===== src/rtl/serial_mag_comp_pkg.sv =====
// Shared types and sizing helpers for the serial magnitude comparator.
package serial_mag_comp_pkg;

  typedef enum logic {
    IDLE = 1'b0,
    RUN  = 1'b1
  } state_t;

  // Number of digits in an operand; a zero digit width is reported elsewhere.
  function automatic int unsigned calc_ndig(input int unsigned width, input int unsigned digit);
    return (digit == 0) ? 1 : (width / digit);
  endfunction

  // Width of a counter that can hold 0..NDIG.
  function automatic int unsigned calc_cnt_w(input int unsigned width, input int unsigned digit);
    return $clog2(calc_ndig(width, digit) + 1);
  endfunction

endpackage


===== src/rtl/serial_mag_comp_if.sv =====
// Request/result bundle between a requester and the serial comparator.
interface serial_mag_comp_if
  import serial_mag_comp_pkg::*;
#(
  parameter int unsigned WIDTH = 16,
  parameter int unsigned DIGIT = 4
);
  localparam int unsigned CNT_W = calc_cnt_w(WIDTH, DIGIT);

  logic             start;
  logic [WIDTH-1:0] x;
  logic [WIDTH-1:0] y;
  logic             signed_mode;
  logic             busy;
  logic             done;
  logic             gt;
  logic             lt;
  logic             eq;
  logic [CNT_W-1:0] ndig_used;

  modport master (
    output start, x, y, signed_mode,
    input  busy, done, gt, lt, eq, ndig_used
  );

  modport slave (
    input  start, x, y, signed_mode,
    output busy, done, gt, lt, eq, ndig_used
  );

endinterface


===== src/rtl/serial_mag_comp_digit_comp.sv =====
// Unsigned combinational comparator for one digit.
module digit_comp #(
  parameter int unsigned W = 4
) (
  input  logic [W-1:0] a,
  input  logic [W-1:0] b,
  output logic         g,
  output logic         l
);

  assign g = (a > b);
  assign l = (a < b);

endmodule


===== src/rtl/serial_mag_comp.sv =====
// Multi-cycle MSB-first magnitude comparator, one DIGIT-bit slice per clock.
module serial_mag_comp
  import serial_mag_comp_pkg::*;
#(
  parameter int unsigned WIDTH      = 16,
  parameter int unsigned DIGIT      = 4,
  parameter int unsigned EARLY_EXIT = 1
) (
  input  logic             clk,
  input  logic             rst_n,
  serial_mag_comp_if.slave bus
);

  localparam int unsigned NDIG  = calc_ndig(WIDTH, DIGIT);
  localparam int unsigned CNT_W = calc_cnt_w(WIDTH, DIGIT);

  // Parameter sanity at elaboration.
  if (DIGIT < 1) begin : g_bad_digit
    $error("serial_mag_comp: DIGIT must be at least 1");
  end else if ((WIDTH % DIGIT) != 0) begin : g_bad_width
    $error("serial_mag_comp: WIDTH must be a multiple of DIGIT");
  end

  state_t           state;
  logic [WIDTH-1:0] x_sh;
  logic [WIDTH-1:0] y_sh;
  logic             smode;
  logic [CNT_W-1:0] cnt;
  logic             dec_gt;
  logic             dec_lt;

  logic dig_g, dig_l;
  logic sign_diff, step_gt, step_lt, fin_gt, fin_lt, finish;

  // The current digit is always the top slice of the shifting shadow registers.
  digit_comp #(.W(DIGIT)) u_digit (
    .a (x_sh[WIDTH-1 -: DIGIT]),
    .b (y_sh[WIDTH-1 -: DIGIT]),
    .g (dig_g),
    .l (dig_l)
  );

  // Per-digit decision; the first decision sticks when the scan runs to the end.
  always_comb begin
    sign_diff = smode && (cnt == '0) && (x_sh[WIDTH-1] != y_sh[WIDTH-1]);
    step_gt   = sign_diff ? ~x_sh[WIDTH-1] : dig_g;
    step_lt   = sign_diff ?  x_sh[WIDTH-1] : dig_l;
    fin_gt    = dec_gt || (!dec_lt && step_gt);
    fin_lt    = dec_lt || (!dec_gt && step_lt);
    finish    = (cnt == CNT_W'(NDIG - 1)) || ((EARLY_EXIT != 0) && (step_gt || step_lt));
  end

  // Control FSM, shadow registers and registered results.
  always_ff @(posedge clk or negedge rst_n) begin
    if (!rst_n) begin
      state         <= IDLE;
      x_sh          <= '0;
      y_sh          <= '0;
      smode         <= 1'b0;
      cnt           <= '0;
      dec_gt        <= 1'b0;
      dec_lt        <= 1'b0;
      bus.busy      <= 1'b0;
      bus.done      <= 1'b0;
      bus.gt        <= 1'b0;
      bus.lt        <= 1'b0;
      bus.eq        <= 1'b0;
      bus.ndig_used <= '0;
    end else begin
      case (state)
        IDLE: begin
          bus.done <= 1'b0;
          if (bus.start) begin
            x_sh          <= bus.x;
            y_sh          <= bus.y;
            smode         <= bus.signed_mode;
            cnt           <= '0;
            dec_gt        <= 1'b0;
            dec_lt        <= 1'b0;
            bus.gt        <= 1'b0;
            bus.lt        <= 1'b0;
            bus.eq        <= 1'b0;
            bus.ndig_used <= '0;
            bus.busy      <= 1'b1;
            state         <= RUN;
          end
        end
        RUN: begin
          if (finish) begin
            bus.gt        <= fin_gt;
            bus.lt        <= fin_lt;
            bus.eq        <= !fin_gt && !fin_lt;
            bus.ndig_used <= cnt + CNT_W'(1);
            bus.done      <= 1'b1;
            bus.busy      <= 1'b0;
            state         <= IDLE;
          end else begin
            dec_gt <= fin_gt;
            dec_lt <= fin_lt;
            cnt    <= cnt + CNT_W'(1);
            x_sh   <= x_sh << DIGIT;
            y_sh   <= y_sh << DIGIT;
          end
        end
        default: state <= IDLE;
      endcase
    end
  end

endmodule


===== src/flat_wrapper.sv =====
// flat-port wrapper written by rule: the top's interface ports become plain ports
module serial_mag_comp_flat import serial_mag_comp_pkg::*;
#(
  parameter int unsigned WIDTH      = 16,
  parameter int unsigned DIGIT      = 4,
  parameter int unsigned EARLY_EXIT = 1
)
  (clk, rst_n, bus_start, bus_x, bus_y, bus_signed_mode, bus_busy, bus_done, bus_gt, bus_lt, bus_eq, bus_ndig_used);
  serial_mag_comp_if #(.WIDTH(WIDTH), .DIGIT(DIGIT)) bus_i ();
  input  logic clk;
  input  logic rst_n;
  input wire logic [$bits(bus_i.start)-1:0] bus_start;
  input wire logic [$bits(bus_i.x)-1:0] bus_x;
  input wire logic [$bits(bus_i.y)-1:0] bus_y;
  input wire logic [$bits(bus_i.signed_mode)-1:0] bus_signed_mode;
  output wire logic [$bits(bus_i.busy)-1:0] bus_busy;
  output wire logic [$bits(bus_i.done)-1:0] bus_done;
  output wire logic [$bits(bus_i.gt)-1:0] bus_gt;
  output wire logic [$bits(bus_i.lt)-1:0] bus_lt;
  output wire logic [$bits(bus_i.eq)-1:0] bus_eq;
  output wire logic [$bits(bus_i.ndig_used)-1:0] bus_ndig_used;
  assign bus_i.start = bus_start;
  assign bus_i.x = bus_x;
  assign bus_i.y = bus_y;
  assign bus_i.signed_mode = bus_signed_mode;
  assign bus_busy = bus_i.busy;
  assign bus_done = bus_i.done;
  assign bus_gt = bus_i.gt;
  assign bus_lt = bus_i.lt;
  assign bus_eq = bus_i.eq;
  assign bus_ndig_used = bus_i.ndig_used;
  serial_mag_comp #(.WIDTH(WIDTH), .DIGIT(DIGIT), .EARLY_EXIT(EARLY_EXIT)) u_core (.clk(clk), .rst_n(rst_n), .bus(bus_i));
endmodule

===== config.mk =====
export PLATFORM = sky130hd
export DESIGN_NAME = serial_mag_comp_flat
export DESIGN_NICKNAME = d
export VERILOG_FILES = /design/src/rtl/serial_mag_comp_pkg.sv /design/src/rtl/serial_mag_comp_if.sv /design/src/rtl/serial_mag_comp_digit_comp.sv /design/src/rtl/serial_mag_comp.sv /design/src/flat_wrapper.sv
export SDC_FILE = /design/constraint.sdc
export NUM_CORES = 1
export LEC_CHECK = 0
export CORE_UTILIZATION = 35
export CTS_CLUSTER_DIAMETER = 200
export DETAILED_ROUTE_END_ITERATION = 8
export PLACE_DENSITY_LB_ADDON = 0.3
export RECOVER_POWER = 50
export SYNTH_ARGS = -nofsm -noshare
export SYNTH_HDL_FRONTEND = slang
export SYNTH_HIERARCHICAL = 1
export SYNTH_SLANG_ARGS = --single-unit
export TNS_END_PERCENT = 10

===== constraint.sdc =====
create_clock -name clk -period 2.8 [get_ports clk]
set_clock_uncertainty 0.2 [all_clocks]
set_input_delay 0.56 -clock clk [delete_from_list [all_inputs] [get_ports clk]]
set_output_delay 0.56 -clock clk [all_outputs]
set_load 0.01 [all_outputs]

* Yosys cells after proc, flatten, opt, wreduce, memory -nomap -nowiden *
Index checks and enable logic that the tools add are counted.

cells by class
  bitwise logic cells = 2
  $lt $le $gt $ge = 2
  multiplexer cells = 32
  reductions and logical operators = 17
  $add $sub $neg = 1
  eq/ne operators = 5

operator list
  kind                 count
  $mux 16              4
  $pmux 16 s2          2
  $pmux 1 s2           8
  $mux 1               13
  $pmux 3 s2           2
  $mux 3               3
  $ne 2x2->1 const B   3
  $reduce_and 2->1     3
  $logic_and 1x1->1    5
  $gt 4x4->1           1
  $logic_not 1->1      4
  $logic_or 1x1->1     4
  $lt 4x4->1           1
  $add 3x1->3 const B  1
  $eq 3x2->1 const B   1
  $logic_not 3->1      1
  $not 1->1            2
  $ne 1x1->1           1

storage, ports and cells
  output and inout bits = 8
  input port bits = 36
  register bits after elaboration = 47
  logic and storage cells = 72

* Longest topological paths before layout *
Gate-level depths: netlist (run 1).

  depth in word-level cells = 10
  mapped depth = 10
  gate-level depth less buffers = 9

* Modules after synthesis *
Netlist (run 1), hierarchy kept.

modules (own cells, without submodules)
  module           instances  sequential area each (um^2)  area an instance (um^2)  cells an instance
  serial_mag_comp  1          1,176.1                      2,104.5                  213
  digit_comp       1          0.0                          113.9                    15

* Worst setup path after synthesis (run 1) *
No wires, ideal clock.

  kind = register to register
  start point = register u_core.y_sh[15]
  end point = register u_core.bus.lt
  slack = 0.413 ns
  data required time = 2.473 ns
  buffers on the path = 0
  arrival = 2.060 ns
  period minus slack after synthesis = 2.387 ns
  setup time = 0.127 ns
  cell stages (with the launch flop) = 9
  cell sequence = dfrtp_1 inv_1 ha_1 nand2_1 o21bai_1 and2_1 or2_2 o21ai_2 mux2_1

on the way
  elaborated cells between the ends (all ways) = 14
  those cells by class = order compare (2); eq/ne (2); mux (4); reduce/logical (6)

RTL lines
  what                                                   line                                          source
  start: declaration                                     serial_mag_comp.sv:26                         logic [WIDTH-1:0] y_sh;
  start signal: assignment                               serial_mag_comp.sv:75                         y_sh <= bus.y;
  start signal: assignment                               serial_mag_comp.sv:102                        y_sh <= y_sh << DIGIT;
  $lt 4x4->1 (*)                                         serial_mag_comp_digit_comp.sv:12              assign l = (a < b);
  via u_core.dig_l                                       serial_mag_comp.sv:32                         logic dig_g, dig_l;
  $mux 1 (*)                                             serial_mag_comp.sv:47                         step_lt = sign_diff ? x_sh[WIDTH-1] : dig_l;
  $logic_and 1x1->1 or $logic_or 1x1->1 (tied branches)  serial_mag_comp.sv:49, serial_mag_comp.sv:50
  $logic_or 1x1->1, on equally long branches             serial_mag_comp.sv:49, serial_mag_comp.sv:50
  $mux 1 or $ne 2x2->1 (tied branches)                   --
  $pmux 1 s2 or $reduce_and 2->1 (tied branches)         --
  end signal: assignment                                 serial_mag_comp.sv:91                         bus.lt <= fin_lt;
  end: declaration                                       serial_mag_comp_if.sv:28                      output busy, done, gt, lt, eq, ndig_used

Mark *: on every way through the listed nets, which the timed path passes. The rest lies on a longest branch. The select of a mux whose other input is x is not followed.
A chain may end at the register's enable or synchronous reset.

* Final worst setup path (run 1) *
  start point = register u_core.y_sh[15]
  end point = register u_core.y_sh[14]

on the way
  elaborated cells between the ends (all ways) = 10
  those cells by class = order compare (2); eq/ne (2); mux (2); reduce/logical (4)

RTL lines
  what                               line                              source
  $lt 4x4->1                         serial_mag_comp_digit_comp.sv:12
  via u_core.dig_l                   serial_mag_comp.sv:32
  $mux 1                             serial_mag_comp.sv:47
  $logic_or 1x1->1 (2 in a row)      serial_mag_comp.sv:50             finish = (cnt == CNT_W'(NDIG - 1)) || ((EARLY_EXIT != 0) && (step_gt || step_lt));
  $ne 2x2->1 (no source line)        --
  $reduce_and 2->1 (no source line)  --

The timed path passes the listed nets, and every way through them passes these cells.

==> impl_results.md, run 1 <==
* Status: finished with violations
* Violations in the final reports: capacitance limit, slew limit
* Max_cap viols at 1
* CTS tree: built
* Largest net degree at the start of global routing at 65
* Synth top area share at 53.0%
* IO Pins at 44
* FF-to-FF setup slack at a little over 0.4 ns
* Area leader, netlist: dfrtp_1
* Tmin final at 2.40 ns
* Max-slew headroom at -5.29%
* Clock transition at path regs at 0.09 ns
* Max clock buf depth at 2
* Fraction of the mapped netlist area in compound gates at roughly 20%
* TNS Setup at 0 ns
* Clock latency on the worst-skew pair at approximately 0.30 ns
* Clock root cell: clkbuf_8
* Die X at just over 80 um
* First-pass GRT wire length at 7800 um
* Layout cells sized above 1 at 6.32%
* ANT cells at 0
* Fin util at 46.5%
* Post-DP HPWL at ~3100 um
* Crit Path Max Fanout at 64
* Element type at the critical path start: register
* Fin. Hold Viols at 0
* Initial cell density of the core at between 30% and 40%
* Post-synthesis sequential area ratio at 53.0%
* Hold crit path type: reg -> reg
* Num CTS Buffers at 5
* Non-filler cells, final at between 300 and 400
* DRT Pass-1 Iters at 6
* PortBufs at 43
* Mux share of post-synthesis cell area at about 2.8%
* Adder-cell share of the synthesized area at 3.95%
* Total Wirelength at about 4500 um
* Setup Fix Bufs, Post-CTS at 0
* Via count at 1740
* Fill cells at 610
* Cells after Synth at ~230
* Pwr Density at ~1100 nW/um^2
* Syn Std Cell Area at 2220 um^2
* Die area at 6660 um^2
* # hold bufs at CTS at 0
* NumNets Final at 312
* Worst slew pin tran at 1.58 ns
* FFs w/ async S/R, synth at 100%
* Largest family of logic cells by synthesized area: compound AO/OA/AOI/OAI gates
* Critical path class: reg -> reg
* Post-DRT Antenna Nets at 0
* Vias/cell at ~5
* Hold slack at 0.285 ns
* CP arrival at ~2.4 ns
* CTS Sinks at 47
* Initial antenna violation count at 0
* Slew Viols, Final at 31
* Pre-CTS setup slack at 0.402 ns
* GR Overflow Total at 0
* Required time of the critical path at around 2.8 ns
* Syn avg cell area at 9.73 um^2
* P_leak at 0.00121 uW
* Synthesis-stage register bit count at 47
* Height of the die at 81.6 um
* Gpl congestion at 0.785
* Critical Path Sink Type: register
* XOR/XNOR share of the synthesized area at less than 1%
* # DRC at 0
* RSZ-0062 raised after global routing: no
* Dpl cells at 337
* Peak VDD IR at 0.400 mV
* Yosys warns at 6
* Tcrit/Tclk final at 85.6%
* Area contributors post-synth: dfrtp_1 (53%), o22ai_1 (6.8%), a21oi_1 (5.6%)
* Simple-gate area share of the yosys netlist at around an eighth
* Cell variety after synth at 35
* Synth-to-layout area growth at 26.4%
* Drt wl/cell at roughly 13 um
* CTS H-tree depth at 2
* Ys flop type: dfrtp_1
* Post-synth top cells: dfrtp_1 (47), nand2_1 (28), nor2_1 (27)
* Core area at around 6000 um^2
* Iter 0 DRT Violations at 70
* Most common cell in the netlist: dfrtp_1
* Post-CTS resize count at 0
* Synth Net Count at 271
* EDFF count, synth at 0
* GRT Total Usage at 15.5%
* Fin worst setup slack at 0.402 ns
* Vias in the first global route at between 1.5k and 2k
* Num rows at 28
* Fmax at 417 MHz
* Final setup violation count at 0
[layer usage]
layer  vias to the layer above  global-route usage (%)  share of wire [%]
met1                       826                    21.8                 49
met2                        29                    23.8                 47
met4                         0                    5.79                1.7
met5                         -                       0                  0
li1                        880                       -                  -
met3                         5                    2.67                2.6
[cells by family after synthesis]
kind of cell    after synthesis
fa+ha+maj                     7
buf+inv                      27
xor+xnor                      1
compound gates               73
mux                           6
flops                        47
simple gates                 67
[critical path, stage by stage, from the launching register on]
cell and delay, ns:
dfrtp_1 0.45, inv_1 0.07, ha_1 0.29, nand2_1 0.07, o21bai_1 0.16, and2_1 0.18
nor2_1 0.21, o2111ai_4 0.17, buf_12 0.22, o22ai_1 0.19, a21oi_1 0.06
[cells in the final DEF, fill, tap and decap left out, types with 2 or more instances in the layout]
| master | synthesis | routed |
|---|---|---|
| nand3_1 | 3 | 3 |
| dlygate4sd3_1 | 0 | 2 |
| buf_4 | 1 | 2 |
| ha_1 | 7 | 7 |
| clkbuf_8 | 0 | 5 |
| o21ai_0 | 7 | 7 |
| clkdlybuf4s50_1 | 0 | 40 |
| nand2_1 | 28 | 28 |
| o22ai_1 | 24 | 24 |
| mux2i_1 | 5 | 5 |
| inv_1 | 12 | 12 |
| a31oi_1 | 2 | 2 |
| nor2_1 | 27 | 27 |
| nor2b_1 | 2 | 2 |
| o21ai_1 | 4 | 4 |
| o21ai_2 | 2 | 2 |
| dfrtp_1 | 47 | 47 |
| o31ai_1 | 2 | 2 |
| clkbuf_1 | 8 | 3 |
| a21oi_1 | 25 | 25 |
[worst paths after layout]
kind                            startpoint  cells after the start                      end
setup / recovery           u_core/y_sh[15]                     10          u_core/y_sh[14]
setup reg to reg           u_core/y_sh[15]                     10          u_core/y_sh[14]
hold / removal             u_core/bus.busy                      1          u_core/bus.busy
min in group asynchronous            rst_n                      1           u_core/y_sh[1]
max in group asynchronous            rst_n                      2  u_core/bus.ndig_used[2]
hold reg to reg            u_core/bus.busy                      1          u_core/bus.busy
[power by group]
part           internal [uW]  switching, uW
clock                    261            221
combinational            705            814
sequential               986            188
total                   1950           1220
[per-stage QoR]
step                total power (uW)  cell area (um^2)
floorplan                       2330              2220
detailed placement              2730              2710
global route                    3470              2800
CTS                             3220              2820
finish                          3170              2800
global placement                2680              2710
[final cells by class]
class	count	area (um^2)	area share, %
flip-flops and latches	47	1180	41.9
multi-input cells	154	911	32.5
repair buffers	49	472	16.8
well taps	75	93.8	3.35
clock buffers	5	68.8	2.45
inverters	12	45.0	1.61
clock inverters	2	37.5	1.34
[flip-flops by register name, indices dropped and copies added, names as in the netlist]
name,count
u_core/dec_gt,1
u_core/bus.gt,1
u_core/bus.ndig_used,3
u_core/bus.lt,1
u_core/bus.busy,1
u_core/x_sh,16
u_core/dec_lt,1
u_core/cnt,3
u_core/y_sh,16
u_core/smode,1
u_core/state,1
u_core/bus.eq,1
u_core/bus.done,1
Power figures use the tool's default switching activity.
==> run 2, diff against run 1 <==
==> constraint.sdc (replaced) <==
create_clock -name clk -period 2.8 [get_ports clk]
set_clock_uncertainty 0.2 [all_clocks]
set_input_delay 0.42 -clock clk [delete_from_list [all_inputs] [get_ports clk]]
set_output_delay 0.42 -clock clk [all_outputs]
set_load 0.01 [all_outputs]
==> run 2 against run 1 <==
The run now ends clean. First-iteration DRC count rose by 17%. Critical path type unchanged. Flip-flop and latch count unchanged. Hold slack improved by 0.013 ns. Largest cell class unchanged. Highest routed layer unchanged. Clock power is 19% lower. Critical endpoint is now u_core/y_sh[11]. Via count fell by 2.3%. Count of clock-buffer cells in the layout is 2 higher.
==> impl_results.md, run 2 (same netlist as run 1, synthesis figures left out) <==
* Status: finished clean
* Critical Path Sink Type: register
* CTS H-tree depth at 2
* Pwr Density at 1100 nW/um^2
* Die X at 81.6 um
* Iter 0 DRT Violations at roughly 80
* Gpl congestion at ~0.79
* Critical path's top delay family: compound AO/OA/AOI/OAI gates
* TNS Setup at 0 ns
* Post-CTS resize count at 0
* Max clock buf depth at 2
* Fin. Hold Viols at 0
* Die area at between 6000 and 7000 um^2
* Synth-to-layout area growth at 25.8%
* Crit Path Max Fanout at 64
* Core area at 6030 um^2
* Clock root cell: clkbuf_8
* GRT Total Usage at around 15%
* Layout cells sized above 1 at 6.27%
* FF-to-FF setup slack at 0.41 ns
* Post-DP HPWL at 3060 um
* Pre-CTS setup slack at ~0.44 ns
* Vias in the first global route at 1634
* Num rows at 28
* # DRC at 0
* GR Overflow Total at 0
* Hold slack at 0.298 ns
* IO Pins at 44
* Fin util at between 40 and 50%
* Required time of the critical path at roughly 2.8 ns
* Drt wl/cell at 13.0 um
* Tcrit/Tclk final at approximately 85%
* Clock latency on the worst-skew pair at between 0.2 and 0.3 ns
* DRT Pass-1 Iters at 4
* Finished layout cell area at 2790 um^2
* Initial cell density of the core at 36.8%
* Via count at around 1.7k
* Commonest non-fill, non-tap cell in the layout: dfrtp_1
* Tmin final at 2.39 ns
* Peak VDD IR at 0.437 mV
* Critical path class: reg -> reg
* Element type at the critical path start: register
* Most frequent cells in the layout: dfrtp_1 (47), clkdlybuf4s50_1 (40), nand2_1 (28)
* Vias/cell at 4.91
* CP max stage delay at 0.45 ns
* CP arrival at 2.36 ns
* Area post-placement at around 2700 um^2
* Critical Path, Cell by Cell: inv_1, ha_1, nand2_1, o21bai_1, and2_1, nor2_1, o2111ai_4, buf_12, o22ai_1, a21oi_1
* Fmax at about 420 MHz
* NumNets Final at about 310
* Regs by FF count: u_core/x_sh: 16 flops, u_core/y_sh: 16 flops
* Final setup violation count at 0
* Clock transition at path regs at about 0.080 ns
* Post-DRT Antenna Nets at 0
* Initial antenna violation count at 0
* Crit path buffers/inverters at 2
* CTS tree: built
* Total Wirelength at 4510 um
* PortBufs at 43
* Fin worst setup slack at just over 0.4 ns
* Largest net degree at the start of global routing at 65
* Max-slew headroom at 27.0%
* Max_cap viols at 0
* CTS Sinks at 47
* First-pass GRT wire length at 7520 um
* CP max stage cell: dfrtp_1
* Hold crit path type: reg -> reg
* Slew Viols, Final at 0
* Height of the die at 81.6 um
* P_leak at 0.00121 uW
* ANT cells at 0
* Num CTS Buffers at 5
* RSZ-0062 raised after global routing: no
* Worst slew pin tran at between 1 and 1.5 ns
## run 2: layout make-up
type / instances / area (um^2)
Fill cell: 586 / 3240
Sequential cell: 47 / 1180
Multi-Input combinational cell: 154 / 911
Timing Repair Buffer: 50 / 483
Tap cell: 75 / 93.8
Clock buffer: 7 / 76.3
Inverter: 12 / 45.0
Clock inverter: 1 / 5.00
## run 2: power by group
part / internal (uW) / total (uW) / switching (uW)
Combinational: 706 / 1510 / 800
Clock: 176 / 392 / 216
Sequential: 987 / 1180 / 192
Total: 1870 / 3080 / 1210
## run 2: timing repair
item,4_1_cts,5_1_grt
endpoints found under the hold margin,19,0
hold buffers,1,0
buffers inserted,0,0
## run 2: path summary, 6_finish.rpt
kind	cells after the start	endpoint	start
worst min register to register	1	u_core/bus.busy	u_core/bus.busy
worst max register to register	10	u_core/y_sh[11]	u_core/y_sh[15]
min in group asynchronous	2	u_core/y_sh[2]	rst_n
worst min-delay path	1	u_core/bus.busy	u_core/bus.busy
max in group asynchronous	3	u_core/bus.ndig_used[0]	rst_n
worst max-delay path	10	u_core/y_sh[11]	u_core/y_sh[15]
## run 2: through the flow
stage          std cells  power, uW
2_1_floorplan        228       2330
3_3_place_gp         337       2680
3_5_place_dp         337       2720
4_1_cts              346       3120
5_1_grt              346       3340
6_report             346       3080
## run 2: layer usage
metal | vias to the layer above | wire length [um] | global-route usage, %
met5 | - | 0 | 0
met4 | 0 | 55 | 5.26
met3 | 4 | 150 | 3.11
met2 | 27 | 2100 | 24.4
met1 | 787 | 2210 | 19.8
li1 | 882 | - | -
